<file path="src/rtl/dwc_ddrphy_pmu_acsm_pkg.sv">
// Shared types and constants for the PMU ACSM instruction RAM, its loader and read sequencer.
package dwc_ddrphy_pmu_acsm_pkg;

  localparam int ACSM_DATAWID = 72;
  localparam int ACSM_DEPTH   = 1024;

  typedef enum logic [1:0] {
    ST_IDLE  = 2'd0,
    ST_RUN   = 2'd1,
    ST_DRAIN = 2'd2,
    ST_DONE  = 2'd3
  } acsm_rdseq_st_e;

  // ceil(log2(n)), never below 1 so a 1-entry RAM still gets an address bit
  function automatic int log2(input int n);
    int r;
    r = 1;
    for (int i = 1; i < 31; i++)
      if ((1 << i) < n) r = i + 1;
    return r;
  endfunction

endpackage

</file>
<file path="src/rtl/dwc_ddrphy_pmu_acsm_skid2.sv">
// 2-entry valid/ready FIFO with synchronous flush; head entry is stable while not popped.
module dwc_ddrphy_pmu_acsm_skid2 #(
  parameter int W = 8
) (
  input  logic         clk_i,
  input  logic         rst_n_i,
  input  logic         flush_i,
  input  logic         push_i,
  input  logic [W-1:0] push_data_i,
  input  logic         pop_ready_i,
  output logic         valid_o,
  output logic [W-1:0] data_o,
  output logic [1:0]   count_o
);

  logic [W-1:0] mem_q [2];
  logic         rd_q, wr_q;
  logic [1:0]   cnt_q;
  logic         pop, wr_en;

  assign valid_o = (cnt_q != 2'd0);
  assign data_o  = mem_q[rd_q];
  assign count_o = cnt_q;
  assign pop     = valid_o & pop_ready_i;
  assign wr_en   = push_i & ((cnt_q != 2'd2) | pop);

  always_ff @(posedge clk_i or negedge rst_n_i) begin
    if (!rst_n_i) begin
      mem_q[0] <= '0;
      mem_q[1] <= '0;
      rd_q     <= 1'b0;
      wr_q     <= 1'b0;
      cnt_q    <= 2'd0;
    end else if (flush_i) begin
      rd_q  <= 1'b0;
      wr_q  <= 1'b0;
      cnt_q <= 2'd0;
    end else begin
      if (wr_en) begin
        mem_q[wr_q] <= push_data_i;
        wr_q        <= ~wr_q;
      end
      if (pop) rd_q <= ~rd_q;
      cnt_q <= cnt_q + {1'b0, wr_en} - {1'b0, pop};
    end
  end

endmodule

</file>
<file path="src/rtl/dwc_ddrphy_pmu_acsm_rdseq.sv">
// ACSM instruction RAM read sequencer: streams a looped address range through a 2-entry skid FIFO.
// Optional parity check on returned words: DWC_DDRPHY_ACSM_RDSEQ_PARITY_EN.
module dwc_ddrphy_pmu_acsm_rdseq
  import dwc_ddrphy_pmu_acsm_pkg::*;
#(
  parameter int  DATAWID = ACSM_DATAWID,
  parameter int  DEPTH   = ACSM_DEPTH,
  parameter int  LOOPWID = 8,
  localparam int AW      = log2(DEPTH)
) (
  input  logic               DfiClk,
  input  logic               Reset_n,
  input  logic               start,
  input  logic [AW-1:0]      start_addr,
  input  logic [AW-1:0]      stop_addr,
  input  logic [LOOPWID-1:0] loop_cnt,
  input  logic               abort,
  output logic               busy,
  output logic               done,
  output logic               aborted,
`ifdef DWC_DDRPHY_ACSM_RDSEQ_PARITY_EN
  output logic               par_err,
`endif
  output logic [AW-1:0]      ram_addr,
  output logic               ram_ce,
  output logic               ram_wr,
  input  logic [DATAWID-1:0] ram_rddata,
  output logic               out_valid,
  input  logic               out_ready,
  output logic [DATAWID-1:0] out_data,
  output logic               out_last
);

  localparam logic [AW-1:0] AMAX = AW'(DEPTH - 1);

  acsm_rdseq_st_e     st_q, st_d;
  logic [AW-1:0]      addr_q, addr_d, start_q, stop_q;
  logic [LOOPWID-1:0] pass_q, pass_d;
  logic               infl_q, infl_last_q, aborted_q;
  logic               accept, active, par_hit, abort_now, drop;
  logic               issue, at_stop, seq_last, push, pop;
  logic [1:0]         fifo_cnt, occ_eff, occ_next;

  assign accept    = (st_q == ST_IDLE) & start;
  assign active    = (st_q == ST_RUN) | (st_q == ST_DRAIN);
  assign abort_now = active & (abort | par_hit);
  assign drop      = abort_now | aborted_q;
  assign at_stop   = (addr_q == stop_q);
  assign seq_last  = at_stop & (pass_q == '0);
  assign pop       = out_valid & out_ready;
  assign push      = infl_q & ~drop;
  // Count the word leaving this cycle as free so a ready sink sees one word per cycle
  assign occ_eff   = fifo_cnt - {1'b0, pop};
  assign occ_next  = occ_eff + {1'b0, push};
  assign issue     = (st_q == ST_RUN) & ~abort_now & ((occ_eff + {1'b0, infl_q}) < 2'd2);

`ifdef DWC_DDRPHY_ACSM_RDSEQ_PARITY_EN
  logic par_err_q;
  assign par_hit = active & infl_q & (^ram_rddata);
  assign par_err = par_err_q;
  always_ff @(posedge DfiClk or negedge Reset_n) begin
    if (!Reset_n)     par_err_q <= 1'b0;
    else if (accept)  par_err_q <= 1'b0;
    else if (par_hit) par_err_q <= 1'b1;
  end
`else
  assign par_hit = 1'b0;
`endif

  always_ff @(posedge DfiClk or negedge Reset_n) begin
    if (!Reset_n) st_q <= ST_IDLE;
    else          st_q <= st_d;
  end

  always_comb begin
    st_d = st_q;
    case (st_q)
      ST_IDLE:  if (accept) st_d = ST_RUN;
      ST_RUN:   if (abort_now || (issue && seq_last)) st_d = ST_DRAIN;
      ST_DRAIN: if (!infl_q && (drop || occ_next == 2'd0)) st_d = ST_DONE;
      default:  st_d = ST_IDLE;
    endcase
  end

  always_comb begin
    busy     = active;
    done     = (st_q == ST_DONE);
    aborted  = aborted_q;
    ram_ce   = issue;
    ram_wr   = 1'b0;
    ram_addr = addr_q;
  end

  // The final issued address is held so the RAM port stays quiet after the run
  always_comb begin
    addr_d = addr_q;
    pass_d = pass_q;
    if (accept) begin
      addr_d = start_addr;
      pass_d = loop_cnt;
    end else if (issue) begin
      if (at_stop) begin
        if (!seq_last) begin
          addr_d = start_q;
          pass_d = pass_q - LOOPWID'(1);
        end
      end else begin
        addr_d = (addr_q == AMAX) ? '0 : addr_q + AW'(1);
      end
    end
  end

  always_ff @(posedge DfiClk or negedge Reset_n) begin
    if (!Reset_n) begin
      addr_q      <= '0;
      start_q     <= '0;
      stop_q      <= '0;
      pass_q      <= '0;
      infl_q      <= 1'b0;
      infl_last_q <= 1'b0;
      aborted_q   <= 1'b0;
    end else begin
      addr_q      <= addr_d;
      pass_q      <= pass_d;
      infl_q      <= issue;
      infl_last_q <= issue & seq_last;
      if (accept) begin
        start_q   <= start_addr;
        stop_q    <= stop_addr;
        aborted_q <= 1'b0;
      end else if (abort_now) begin
        aborted_q <= 1'b1;
      end
    end
  end

  dwc_ddrphy_pmu_acsm_skid2 #(.W(DATAWID + 1)) u_skid (
    .clk_i       (DfiClk),
    .rst_n_i     (Reset_n),
    .flush_i     (active & drop),
    .push_i      (push),
    .push_data_i ({infl_last_q, ram_rddata}),
    .pop_ready_i (out_ready),
    .valid_o     (out_valid),
    .data_o      ({out_last, out_data}),
    .count_o     (fifo_cnt)
  );

endmodule

</file>
<file path="config.mk">
export PLATFORM = sky130hd
export DESIGN_NAME = dwc_ddrphy_pmu_acsm_rdseq
export DESIGN_NICKNAME = d
export VERILOG_FILES = /design/src/rtl/dwc_ddrphy_pmu_acsm_pkg.sv /design/src/rtl/dwc_ddrphy_pmu_acsm_skid2.sv /design/src/rtl/dwc_ddrphy_pmu_acsm_rdseq.sv
export SDC_FILE = /design/constraint.sdc
export NUM_CORES = 1
export LEC_CHECK = 0
export ABC_AREA = 1
export BUFFER_PORTS_ARGS = -buffer_cell sky130_fd_sc_hd__buf_2
export CAP_MARGIN = 25
export CORE_UTILIZATION = 55
export DETAILED_ROUTE_END_ITERATION = 7
export GPL_TIMING_DRIVEN = 0
export PLACE_DENSITY = 0.8
export SYNTH_ARGS = -nofsm -noshare
export SYNTH_HDL_FRONTEND = slang
export SYNTH_HIERARCHICAL = 1
export SYNTH_SLANG_ARGS = --single-unit
</file>
<file path="constraint.sdc">
create_clock -name DfiClk -period 4.9 [get_ports DfiClk]
set_input_delay 0.735 -clock DfiClk [delete_from_list [all_inputs] [get_ports DfiClk]]
set_output_delay 0.735 -clock DfiClk [all_outputs]
set_load 0.005 [all_outputs]
</file>
== Yosys cells after proc, flatten, opt, wreduce, memory -nomap -nowiden ==
Cells that the tools add are included.

* Word-level logic and storage cells: 100
* Input port bits: 105
* Output and inout port bits: 89
* Register bits: 193

* Magnitude comparators: 4
* Mux-type cells: 26
* Reductions and logical operators: 19
* Equal/unequal tests: 11
* Bitwise gates (word level): 20
* Add/sub/neg operators: 7

{| class="wikitable"
|+ Operators with widths
! cell !! number
|-
| $mux W73 || 4
|-
| $bwmux W146 || 1
|-
| $demux W73 S1 || 1
|-
| $mux W10 || 5
|-
| $mux W8 || 4
|-
| $reduce_bool A2 Y1 || 6
|-
| $add A10 B1 Y10 const B || 1
|-
| $and A1 B1 Y1 || 10
|-
| $eq A10 B10 Y1 || 1
|-
| $eq A10 B10 Y1 const B || 1
|-
| $logic_not A8 Y1 || 1
|-
| $mux W2 || 4
|-
| $sub A8 B1 Y8 const B || 1
|-
| $add A2 B1 Y2 || 3
|-
| $mux W1 || 6
|-
| $ne A2 B2 Y1 const B || 3
|-
| $pmux W2 S3 || 1
|-
| $reduce_and A3 Y1 || 2
|-
| $not A1 Y1 || 5
|-
| $eq A2 B2 Y1 const B || 2
|-
| $ge A2 B2 Y1 const B || 2
|-
| $logic_not A2 Y1 || 2
|-
| $ne A2 B1 Y1 const B || 2
|-
| $not A1 Y2 || 2
|-
| 10 further kinds || 17
|}

== Depth between registers and ports, before layout ==
Gate-level depths: netlist of the first run.

* Word-level depth: 12
* Gate-level depth with buffers: 17
* Gate-level depth less buffers: 17

== Hierarchy ==
The synthesis of the first run kept the hierarchy.

{| class="wikitable"
|+ By module, submodules not included
! module !! seq. area each (um2) !! times used !! area an instance (um2) !! cells each
|-
| dwc_ddrphy_pmu_acsm_skid2 || 3,753.6 || 1 || 7,196.9 || 919
|-
| dwc_ddrphy_pmu_acsm_rdseq || 1,076.0 || 1 || 2,834.0 || 414
|}

== Worst setup path before layout of the first run ==
OpenSTA, ideal clock, no wires.

* Kind: register -> register
* Start: register st_q[0]
* End: register u_skid.cnt_q[0] (netlist: u_skid/count_o[0])
* Period minus slack after synthesis: 2,374 ps
* Setup slack: 2,526 ps
* Arrival: 2,246 ps
* Path buffers: 2
* Data required time: 4,772 ps
* Cell stages (with the launch flop): 16
* Library setup time: 128 ps
* Path through: dfrtp_1 inv_1 ha_1 nand2_1 inv_1 nor2_1 inv_1 nor2_1 buf_2 buf_2 nand2_1 ha_1 inv_1 ha_1 inv_1 nor2_1

* Longest elaborated chain between the ends: 10
* Elaborated cells between the ends (all ways): 12
* Those cells by class: add/sub (2); eq/ne (2); mux (1); bitwise (7)

{| class="wikitable"
|+ RTL lines
! item !! line !! text
|-
| start: declaration || dwc_ddrphy_pmu_acsm_rdseq.sv:36 || <nowiki>acsm_rdseq_st_e st_q, st_d;</nowiki>
|-
| start signal: assignment || dwc_ddrphy_pmu_acsm_rdseq.sv:72 || <nowiki>else st_q <= st_d;</nowiki>
|-
| $eq A2 B1 Y1 / $eq A2 B2 Y1 (equally long branches) || dwc_ddrphy_pmu_acsm_rdseq.sv:45 || <nowiki>assign active = (st_q == ST_RUN) | (st_q == ST_DRAIN);</nowiki>
|-
| $or A1 B1 Y1 (*) || dwc_ddrphy_pmu_acsm_rdseq.sv:45 ||
|-
| via busy || dwc_ddrphy_pmu_acsm_rdseq.sv:18 || <nowiki>output logic busy,</nowiki>
|-
| $and A1 B1 Y1 (*) || dwc_ddrphy_pmu_acsm_rdseq.sv:46 || <nowiki>assign abort_now = active & (abort | par_hit);</nowiki>
|-
| $or A1 B1 Y1 (*) || dwc_ddrphy_pmu_acsm_rdseq.sv:47 || <nowiki>assign drop = abort_now | aborted_q;</nowiki>
|-
| $not A1 Y1 (*) || dwc_ddrphy_pmu_acsm_rdseq.sv:51 || <nowiki>assign push = infl_q & ~drop;</nowiki>
|-
| $and A1 B1 Y1 (*) || dwc_ddrphy_pmu_acsm_rdseq.sv:51 ||
|-
| via push || dwc_ddrphy_pmu_acsm_rdseq.sv:41 || <nowiki>logic issue, at_stop, seq_last, push, pop;</nowiki>
|-
| $and A1 B1 Y1 (*) || dwc_ddrphy_pmu_acsm_skid2.sv:25 || <nowiki>assign wr_en = push_i & ((cnt_q != 2'd2) | pop);</nowiki>
|-
| $add A2 B1 Y2 (*) || dwc_ddrphy_pmu_acsm_skid2.sv:44 || <nowiki>cnt_q <= cnt_q + {1'b0, wr_en} - {1'b0, pop};</nowiki>
|-
| $sub A2 B1 Y2 (*) || dwc_ddrphy_pmu_acsm_skid2.sv:44 ||
|-
| $mux W2 (*) || dwc_ddrphy_pmu_acsm_skid2.sv:34 || <nowiki>end else if (flush_i) begin</nowiki>
|-
| end signal: assignment || dwc_ddrphy_pmu_acsm_skid2.sv:44 ||
|-
| end: declaration || dwc_ddrphy_pmu_acsm_skid2.sv:18 || <nowiki>logic [1:0] cnt_q;</nowiki>
|}

The timed path passes the listed nets; every way through them passes the cells marked *.
A chain may end at the register's enable or synchronous reset.

== Final worst setup path of the first run ==
* Start: register u_skid.cnt_q[1] (netlist: u_skid/count_o[1])
* End: output ram_ce

* Longest elaborated chain between the ends: 6

{| class="wikitable"
|+ RTL lines
! item !! line !! text
|-
| $reduce_bool A2 Y1 || dwc_ddrphy_pmu_acsm_skid2.sv:21 || <nowiki>assign valid_o = (cnt_q != 2'd0);</nowiki>
|-
| $and A1 B1 Y1 || dwc_ddrphy_pmu_acsm_rdseq.sv:50 || <nowiki>assign pop = out_valid & out_ready;</nowiki>
|-
| $sub A2 B1 Y2 (*) || dwc_ddrphy_pmu_acsm_rdseq.sv:53 || <nowiki>assign occ_eff = fifo_cnt - {1'b0, pop};</nowiki>
|-
| $add A2 B1 Y2 (*) || dwc_ddrphy_pmu_acsm_rdseq.sv:55 || <nowiki>assign issue = (st_q == ST_RUN) & ~abort_now & ((occ_eff + {1'b0, infl_q}) < 2'd2);</nowiki>
|-
| $lt A2 B2 Y1 (*) || dwc_ddrphy_pmu_acsm_rdseq.sv:55 ||
|-
| $and A1 B1 Y1 (*) || dwc_ddrphy_pmu_acsm_rdseq.sv:55 ||
|-
| end: declaration || dwc_ddrphy_pmu_acsm_rdseq.sv:25 || <nowiki>output logic ram_ce,</nowiki>
|}

Mark *: on every way between the ends. The rest lies on a longest branch, timed or not.

==> impl_metrics.csv, run 1 <==
group,metric,value,unit
cts,ctsHoldBuffers,0,
sta,period_needed,2.81,ns
drt,met1_length,11300,um
drt,drc,0,
placed_design,place_ws,2.10,ns
synthesis,synthCells,1333,
finish,fin_area,11900,um2
finish,drive_gt1_share,21.2,%
critical_path,start_kind,"flop",
cts,cts_sinks,193,
global_route,grt_usage,29.5,%
global_route,grt_pass1_vias,8912,
global_route,grt_pass1_wl,43300,um
floorplanning,chipWidth,137,um
cts,post_cts_buffers,0,
cts,numCtsBuffers,17,
critical_path,worstReg2RegStart,"st_q[0]",
sta,hold_viol,0,
critical_path,crit_fanout,5,
drt,first_pass_iters,5,
finish,synthToLayoutAreaGrowth,19.1,%
status,status,"completed",
cts,cts_tree,"yes",
placed_design,placed_area,11300,um2
power_and_ir_drop,ir_drop,0.000346,V
synthesis,yosysUniqueCellTypes,32,
synthesis,ys_seq_elements,193,
sta,timing.fmax,356,MHz
synthesis,yosysWarnings,6,
synthesis,netlist_area,10000,um2
critical_path,endpoint_kind,"primary output",
drt,vias,9757,
global_route,grt-ovfl-total,0,
hold_path,hold_path.class,"input port to async pin",
power_and_ir_drop,p_leak,6.73,nW
global_route,grt_max_degree,108,
placed_design,gp_congestion,0.896,
floorplanning,num_rows,49,
critical_path,cp_cell_sequence,"inv_1 > nand2_1 > nand2_1 > inv_1 > ha_1 > nor2_1 > xor2_1 > nor2_4 > buf_2",
drt,met3_wirelength,2090,um
synthesis,ys_seq_area_share,48.1,%
sta,fin_skew,0.00983,ns
cts,htree_levels,4,
critical_path,worst-path-buf-inv,3,
sta,maxSlewHeadroom,53.8,%
floorplanning,die_h,137,um
floorplanning,io_pins,194,
sta,grt_setup_unrepaired,"false",
sta,tightest_slew,0.693,ns
drt,drt_iter0_drc,688,
drt,antenna_left,0,
sta,timing.final.crit_share,57.3,%
critical_path,critPathTopFamily,"flip-flops",
power_and_ir_drop,fin_total_pwr,8.03,mW
critical_path,r2r_slack,2.09,ns
power_and_ir_drop,p_per_area,672,nW/um2
synthesis,syn_area_per_cell,7.53,um2
critical_path,crit_type,"flop to primary output",
floorplanning,core,17900,um2
sta,fin_ws,2.09,ns
critical_path,reg2regPathDepth,15,
global_route,antenna_found_initial,6,
cts,clk_pin_slew,0.07,ns
sta,slew_violations,0,
finish,fill_cells,1560,
flow_run,maxCapViolations,0,
sta,setup_viol,0,
cts,ctsResizeCount,0,
drt,wl_per_cell,15.1,um
drt,drt_wl_total,27000,um
cts,clk_path_buf_depth,2,
placed_design,io_buffers,192,
floorplanning,start_util,56.0,%
cts,clkLatencyLatePin,0.42,ns
floorplanning,dieArea,18800,um2
drt,met2WireLength,13100,um
drt,via_per_inst,5.44,
cts,root_buffer,"clkbuf_16",
finish,fin_nets,1662,
drt,routed.top_layer,"met5",
placed_design,dp_hpwl,18800,um
synthesis,synth_nets,1450,
critical_path,reg2reg_to,"u_skid/count_o[1]",
finish,utilization,66.7,%
critical_path,worstPathArrival,2.07,ns
critical_path,cpMaxStageDelayCell,"dfrtp_1",
critical_path,worst_ep_required_time,4.16,ns
critical_path,max_stage_delay,0.43,ns
[synth_stat cells]
cell | n | area (um2)
nand2_1 | 675 | 2530
dfrtp_1 | 193 | 4830
nand4_1 | 153 | 957
inv_1 | 65 | 244
buf_2 | 63 | 315
nand3_1 | 35 | 175
nor2_1 | 33 | 124
o21ai_0 | 28 | 140
ha_1 | 12 | 150
clkbuf_1 | 11 | 41.3
buf_4 | 10 | 75.1
buf_6 | 7 | 78.8
inv_2 | 6 | 22.5
xor2_1 | 6 | 52.6
nand2_2 | 4 | 25.0
nor3_1 | 4 | 20.0
a21oi_1 | 3 | 15.0
nor2_2 | 3 | 18.8
nor2_4 | 3 | 33.8
o21ai_1 | 3 | 15.0
o21ai_2 | 3 | 26.3
nand3_2 | 2 | 20.0
nand3_4 | 2 | 35.0
buf_1 | 1 | 3.75
buf_8 | 1 | 15.0
conb_1 | 1 | 3.75
nand2_4 | 1 | 11.3
nand3b_1 | 1 | 7.51
nor2_8 | 1 | 20.0
o21bai_1 | 1 | 7.51
o31ai_1 | 1 | 7.51
or2_2 | 1 | 6.26
[worst max-delay path by stage]
stage / startpoint / endpoint / slack, ns / cells past startpoint
final: u_skid/count_o[1] / ram_ce / 2.09 / 9
after CTS: u_skid/count_o[1] / ram_ce / 2.06 / 9
after global routing: st_q[0] / u_skid/count_o[1] / 1.85 / 15
after global placement: Reset_n / u_skid/mem_q[122] / -0.11 / 1
after detailed placement: st_q[0] / u_skid/count_o[0] / 2.10 / 15
after floorplan: st_q[0] / u_skid/count_o[0] / 2.53 / 15
[flip-flops by register name (all words and copies together), names as in the netlist, 2 cells and up]
signal	flops
u_skid/mem_q	146
u_skid/count_o	2
start_q	10
stop_q	10
ram_addr	10
pass_q	8
st_q	2
[report_power, final]
group / total [mW] / internal (mW) / leakage (nW) / switching (mW)
clock: 1.45 / 0.828 / 0.295 / 0.625
sequential: 2.83 / 2.38 / 2.33 / 0.452
combinational: 3.74 / 1.35 / 4.11 / 2.39
total: 8.03 / 4.56 / 6.73 / 3.47
[per-stage QoR]
step                      setup TNS (ns)  hold slack [ns]  cells
final                                  0            0.293   1792
after global routing                   0            0.341   1790
after CTS                              0            0.329   1787
after detailed placement               0            0.458   1755
after global placement            -18.73            0.453   1754
after floorplan                        0            0.439   1333
[kinds of logic (layout without fill, tap and decap cells)]
logic type / Yosys count / in the layout / synth area share (%)
DFF: 193 / 193 / 48.1
AOI/OAI and AO/OA: 39 / 39 / 2.11
and+or+nand+nor: 918 / 918 / 39.8
other: 1 / 6 / 0.0374
xor gates and xnor gates: 6 / 6 / 0.524
buffers and inverters: 164 / 389 / 7.93
adders and majority gates: 12 / 12 / 1.50
[metal layers]
metal  GRT usage [%]  vias up
met5               0        -
met4            12.3        4
met3            5.89       44
met2            47.7      396
met1            38.7     4584
li1                -     4729
[placed cells by master, fill, tap and decap left out, types with 17 or more instances in the layout]
| cell type | Yosys | routed |
|---|---|---|
| buf_2 | 63 | 254 |
| o21ai_0 | 28 | 28 |
| clkbuf_16 | 0 | 17 |
| inv_1 | 65 | 65 |
| nand4_1 | 153 | 153 |
| nand2_1 | 675 | 675 |
| nor2_1 | 33 | 33 |
| dfrtp_1 | 193 | 193 |
| nand3_1 | 35 | 35 |
[area by class of cell]
class                   count  area (um2)  area share (%)
diodes                      5        12.5           0.105
plain buffers              93         529            4.43
clock buffers              19         443            3.71
clock inverters            13         175            1.47
inverters                  71         267            2.23
multi-input cells         976        4410            36.9
flip-flops and latches    193        4830            40.4
well taps                 229         287            2.40
repair buffers            193         998            8.36
[worst register-to-register path, delay by kind of cell (launching register included)]
family	cells	cell delay, ns
compound gates	1	0.12
flops	1	0.42
simple gates	5	0.60
buf+inv	6	0.72
fa+ha+maj	3	0.83
Power figures use the tool's default switching activity.
==> run 2, diff against run 1 <==
Settings changed: ABC_AREA 1 to 0, PLACE_DENSITY 0.8 to 0.81.
Clock period 4.9 ns to 2.6 ns, I/O delays scaled along.
==> impl_metrics.csv, run 2 <==
group,metric,value,unit
synthesis,synth_top_family_by_area,"multiplexers",
finish,fin_nets,1064,
hold_path,hold_path.class,"input port to flop",
finish,multi_input_area,4460,um2
synthesis,async_reset_ff_share,100,%
power_and_ir_drop,power.switching,4.53,mW
synthesis,synthCells,723,
global_route,antenna_found_initial,0,
drt,antenna_left,0,
finish,final_cell_mix,"197 x buf_2, 192 x dfrtp_1, 146 x mux2_2",
finish,largest_reg_flops,146,
critical_path,worstReg2RegStart,"u_skid/count_o[1]",
finish,n_antenna_cell,0,
synthesis,yosysUniqueCellTypes,58,
drt,drc,0,
critical_path,critPathTopFamily,"simple AND/OR/NAND/NOR gates",
synthesis,synth_fa_ha_area_share,1.57,%
sta,slew_violations,0,
critical_path,endpoint_kind,"flop",
synthesis,syn_area_per_cell,13.3,um2
global_route,grt_usage,24.7,%
synthesis,synth_top_area_cell,"dfrtp_1",
sta,holdWs,0.147,ns
synthesis,ys_seq_area_share,50.4,%
sta,setup_viol,0,
synthesis,synth.top_cells.by_area,"dfrtp_1 50%, mux2_2 17%, mux2_4 11%",
finish,fill_cells,1204,
synthesis,ys_seq_elements,193,
global_route,grt-ovfl-total,0,
sta,maxSlewHeadroom,51.7,%
critical_path,start_kind,"flop",
synthesis,synth_nets,840,
global_route,grt_max_degree,107,
critical_path,crit_type,"flop to flop",
critical_path,cpMaxStageDelayCell,"dfrtp_2",
drt,first_pass_iters,5,
power_and_ir_drop,p_leak,5.71,nW
status,status,"completed",
cts,clk_path_buf_depth,2,
sta,hold_viol,0,
power_and_ir_drop,fin_total_pwr,13.4,mW
power_and_ir_drop,p_seq_share,38.5,%
global_route,grt_pass1_vias,6819,
cts,clk_pin_slew,0.07,ns
synthesis,netlist_area,9590,um2
drt,drt_wl_total,21400,um
critical_path,crit_fanout,2,
sta,timing.final.crit_share,97.9,%
synthesis,yosys.area_share.simple,8.33,%
finish,layout_commonest_cell,"buf_2",
power_and_ir_drop,p_clk_share,18.3,%
cts,root_buffer,"clkbuf_16",
power_and_ir_drop,ir_drop,0.000666,V
drt,wl_per_cell,18.2,um
floorplanning,core,16800,um2
power_and_ir_drop,comb_power_share,43.2,%
global_route,grt_pass1_wl,34700,um
synthesis,synth_top_area_share,50.4,%
critical_path,worstPathArrival,2.86,ns
cts,cts_sinks,193,
critical_path,worst-path-buf-inv,1,
sta,tightest_slew,0.721,ns
floorplanning,io_pins,194,
synthesis,muxShareOfSynthArea,28.9,%
synthesis,synth_compound_area_share,4.33,%
finish,synthToLayoutAreaGrowth,21.3,%
drt,vias,6636,
floorplanning,chipWidth,134,um
synthesis,synth_most_common_cell,"dfrtp_1",
floorplanning,num_rows,47,
hold_path,min_from,"stop_addr[8]",
placed_design,dp_hpwl,14800,um
critical_path,max_stage_delay,0.41,ns
critical_path,worst_ep_required_time,2.92,ns
power_and_ir_drop,power.internal,8.86,mW
floorplanning,dieArea,18000,um2
synthesis,synthXorXnorAreaFrac,2.21,%
floorplanning,start_util,57.0,%
sta,period_needed,2.54,ns
synthesis,yosysWarnings,6,
drt,via_per_inst,5.62,
critical_path,cp_cell_sequence,"or2_4 > and2_4 > ha_4 > inv_1 > ha_1 > or2_2 > o221a_4 > nor2_2 > a31oi_2 > mux2_4",
drt,drt_iter0_drc,376,
placed_design,gp_congestion,0.949,
flow_run,maxCapViolations,0,
power_and_ir_drop,p_sw_share,33.8,%
cts,cts_tree,"yes",
finish,drive_gt1_share,53.8,%
floorplanning,die_h,134,um
placed_design,io_buffers,192,
power_and_ir_drop,p_per_area,1150,nW/um2
synthesis,ys.flop_type,"dfrtp_1",
sta,fin_skew,0.0125,ns
critical_path,startpoint,"u_skid/count_o[1]",
finish,seqCellArea,4830,um2
finish,top_register,"u_skid/mem_q",
sta,timing.fmax,393,MHz
cts,numCtsBuffers,17,
cts,htree_levels,4,
synthesis,synth_common_cells,"193 x dfrtp_1, 147 x mux2_2, 70 x mux2_4, 68 x nand2_1, 26 x nor2_1",
synthesis,synth_edf_count,0,
cts,clkLatencyLatePin,0.43,ns
==> run 2: cell types whose count changed in the layout (fill, tap and decap cells not counted), sizes merged, moves of 24 or more <==
cell / delta
nand2: -611
o21ai: -28
buf: -43
nand3: -24
nand4: -141
mux2: +220
inv: -54
==> run 2: layout make-up <==
class	count	share of cell area, %
plain buffers	45	3.18
clock buffers	18	3.69
clock inverters	14	1.02
inverters	13	0.484
multi-input cells	472	38.3
flip-flops and latches	193	41.5
well taps	220	2.37
repair buffers	205	9.38
==> run 2: what timing repair did <==
item                                    4_1_cts  5_1_grt
hold endpoints to repair                     60        0
gates cloned                                  0        0
endpoints found under the setup margin       78       24
gates resized for setup                      14       22
pin swaps                                     3        3
setup buffers                                 7        4
hold buffers                                  1        0
==> run 2: tightest hold or removal path: cells and delay by family <==
family | cells | cell delay (ns)
buf+inv | 1 | 0.07
simple gates | 2 | 0.08
==> run 2: metal layers <==
layer / GRT usage, % / wire length, um / share of wire, %
met1: 31.6 / 9110 / 42
met2: 41.2 / 10400 / 48
met3: 5.86 / 1450 / 6.8
met4: 8.43 / 481 / 2.2
met5: 0 / 0 / 0
==> run 2: through the flow <==
stage,area (um2),setup WS [ns],TNS [ns],utilization [%],instances
after global routing,11600,-0.0705,-0.0908,69.2,1180
after global placement,10800,-1.96,-377.98,64.4,1135
after floorplan,9590,0.0196,0,-,723
after detailed placement,10900,-0.309,-1.54,64.6,1136
final,11600,0.0557,0,69.2,1180
after CTS,11500,-0.0670,-0.0820,68.5,1176
==> run 2: logic make-up after synthesis <==
group	count (synthesis)
multiplexers	223
flip-flops	193
AND/OR/NAND/NOR	160
buffers and inverters	58
AO/OA/AOI/OAI	57
XOR/XNOR	19
adder cells (fa/ha/maj)	12
other	1
==> run 2: path summary, 6_finish.rpt <==
| path | to | slack [ns] | cells after the start |
|---|---|---|---|
| max | st_q[1] | 0.06 | 10 |
| min | stop_q[8] | 0.15 | 3 |
| max reg2reg | st_q[1] | 0.06 | 10 |
| min reg2reg | start_q[6] | 0.48 | 2 |
| max in group asynchronous | u_skid/mem_q[44] | 1.14 | 3 |
| min in group asynchronous | u_skid/mem_q[97] | 0.53 | 2 |
==> run 2: power groups by stage <==
stage,registers [mW],clock network (mW),logic (mW)
after floorplan,4.95,0,3.81
final,5.16,2.45,5.78
after global routing,5.32,2.63,6.31
after global placement,5.13,0,5.23
after CTS,5.14,2.52,5.63
after detailed placement,5.19,0,5.38
==> run 3, diff against run 2 <==
Settings changed: CORE_ASPECT_RATIO set to 0.6.
==> impl_metrics.csv, run 3 (synthesis gave the netlist of run 2 again) <==
group,metric,value,unit
status,status,"finished, violations left",
status,violations,"setup timing",
sta,fin_skew,0.0132,ns
sta,slew_violations,0,
global_route,use_met1,38.8,%
power_and_ir_drop,p_leak,5.72,nW
sta,holdWs,0.153,ns
critical_path,cp-endpoint,"ram_ce",
cts,htree_levels,4,
finish,drive_gt1_share,53.5,%
floorplanning,dieArea,18000,um2
critical_path,r2r_slack,0.02,ns
hold_path,hold_path.class,"input port to flop",
global_route,grt_pass1_vias,6658,
drt,wl_per_cell,18.9,um
placed_design,dp_hpwl,15800,um
power_and_ir_drop,comb_power_share,42.7,%
cts,clk_path_buf_depth,2,
power_and_ir_drop,p_per_area,1170,nW/um2
cts,clk_pin_slew,0.07,ns
critical_path,endpoint_kind,"primary output",
finish,synthToLayoutAreaGrowth,22.0,%
power_and_ir_drop,power.internal,9.19,mW
global_route,grt_pass1_wl,35500,um
finish,top_register,"u_skid/mem_q",
power_and_ir_drop,fin_total_pwr,13.7,mW
sta,grt_setup_unrepaired,"true",
finish,final_cell_mix,"196 x buf_2, 192 x dfrtp_1, 147 x mux2_2",
sta,maxSlewHeadroom,47.9,%
finish,multi_input_area,4440,um2
floorplanning,num_rows,36,
drt,first_pass_iters,5,
power_and_ir_drop,ir_drop,0.000632,V
cts,numCtsBuffers,17,
sta,timing.fmax,383,MHz
global_route,antenna_found_initial,0,
finish,n_antenna_cell,0,
floorplanning,die_h,104,um
floorplanning,core,16600,um2
cts,cts_sinks,193,
sta,tns,-0.0123,ns
finish,layout_commonest_cell,"buf_2",
sta,timing.final.crit_share,100,%
critical_path,start_kind,"flop",
critical_path,reg2reg_to,"st_q[1]",
power_and_ir_drop,power.switching,4.54,mW
sta,tightest_slew,0.777,ns
flow_run,maxCapViolations,0,
finish,fill_cells,1172,
global_route,grt.busiest_layer,"met1",
floorplanning,start_util,57.7,%
global_route,grt_max_degree,107,
cts,clkLatencyLatePin,0.43,ns
drt,vias,6566,
placed_design,gp_congestion,0.987,
drt,drt_iter0_drc,570,
global_route,grt_usage,25.8,%
drt,via_per_inst,5.54,
critical_path,crit_fanout,8,
critical_path,worstReg2RegStart,"u_skid/count_o[1]",
finish,fin_nets,1065,
finish,largest_reg_flops,146,
power_and_ir_drop,p_seq_share,37.6,%
placed_design,place_ws,-0.318,ns
cts,cts_tree,"yes",
global_route,grt-ovfl-total,0,
critical_path,worstPathArrival,2.22,ns
critical_path,crit_type,"flop to primary output",
power_and_ir_drop,p_sw_share,33.0,%
cts,root_buffer,"clkbuf_16",
critical_path,startpoint,"u_skid/count_o[1]",
critical_path,worst_ep_required_time,2.21,ns
drt,antenna_left,0,
sta,fin_ws,-0.0123,ns
floorplanning,io_pins,194,
drt,drt_wl_total,22400,um
finish,seqCellArea,4830,um2
sta,hold_viol,0,
drt,drc,0,
hold_path,hold_depth,3,
placed_design,io_buffers,192,
sta,setup_viol,1,
critical_path,reg2regPathDepth,10,
sta,period_needed,2.61,ns
floorplanning,chipWidth,172,um
global_route,use_met3,7.88,%
power_and_ir_drop,p_clk_share,19.7,%
global_route,grt_use_met2,35.4,%
## run 3: stage by stage
step	std cells	utilization (%)	cell area, um2
after floorplan	723	-	9590
after global placement	1143	65.2	10800
after detailed placement	1144	65.4	10900
after CTS	1180	69.8	11600
after global routing	1186	70.3	11700
final	1186	70.3	11700
## run 3: what timing repair did
item                                   CTS  global route
setup endpoints to repair               80           121
gates resized for setup                 18            20
hold buffers                             1             0
pin swaps                                2             4
endpoints found under the hold margin   33             0
setup buffers                            6             6
## run 3: critical path: stages (launching register included)
cell and delay [ns]:
dfrtp_2 0.41, or2_4 0.23, and2_4 0.16, ha_4 0.16, xor2_2 0.15, xnor2_2 0.29
nand2_4 0.16, inv_8 0.13, buf_6 0.10
## run 3: final cells by class
class | count | share of cell area, %
inverter | 13 | 0.482
tap | 228 | 2.44
clock inverter | 10 | 1.40
clock buffer | 19 | 3.70
sequential | 193 | 41.3
buffer | 45 | 3.20
timing repair buffer | 206 | 9.45
multi-input combinational | 472 | 38.0
## run 3: power groups by stage
stage | combinational [mW] | clock (mW) | sequential, mW
floorplan | 3.81 | 0 | 4.95
global placement | 5.32 | 0 | 5.13
detailed placement | 5.45 | 0 | 5.18
CTS | 5.72 | 2.76 | 5.15
global route | 6.37 | 2.88 | 5.32
finish | 5.87 | 2.70 | 5.16
## run 3: worst min path at each step
stage                       from           to  slack, ns
finish              stop_addr[3]    stop_q[3]       0.15
global route        stop_addr[3]    stop_q[3]       0.15
CTS                 stop_addr[3]    stop_q[3]       0.13
detailed placement       Reset_n  ram_addr[3]       0.43
global placement      start_q[8]   start_q[8]       0.45
floorplan                Reset_n      aborted       0.09
## run 3: routing by layer
metal | share of wire, % | wire length, um | up-vias
met5 | 0 | 0 | -
met4 | 1.0 | 223 | 0
met3 | 9.3 | 2070 | 20
met2 | 42 | 9390 | 252
met1 | 48 | 10700 | 3249
li1 | - | - | 3045
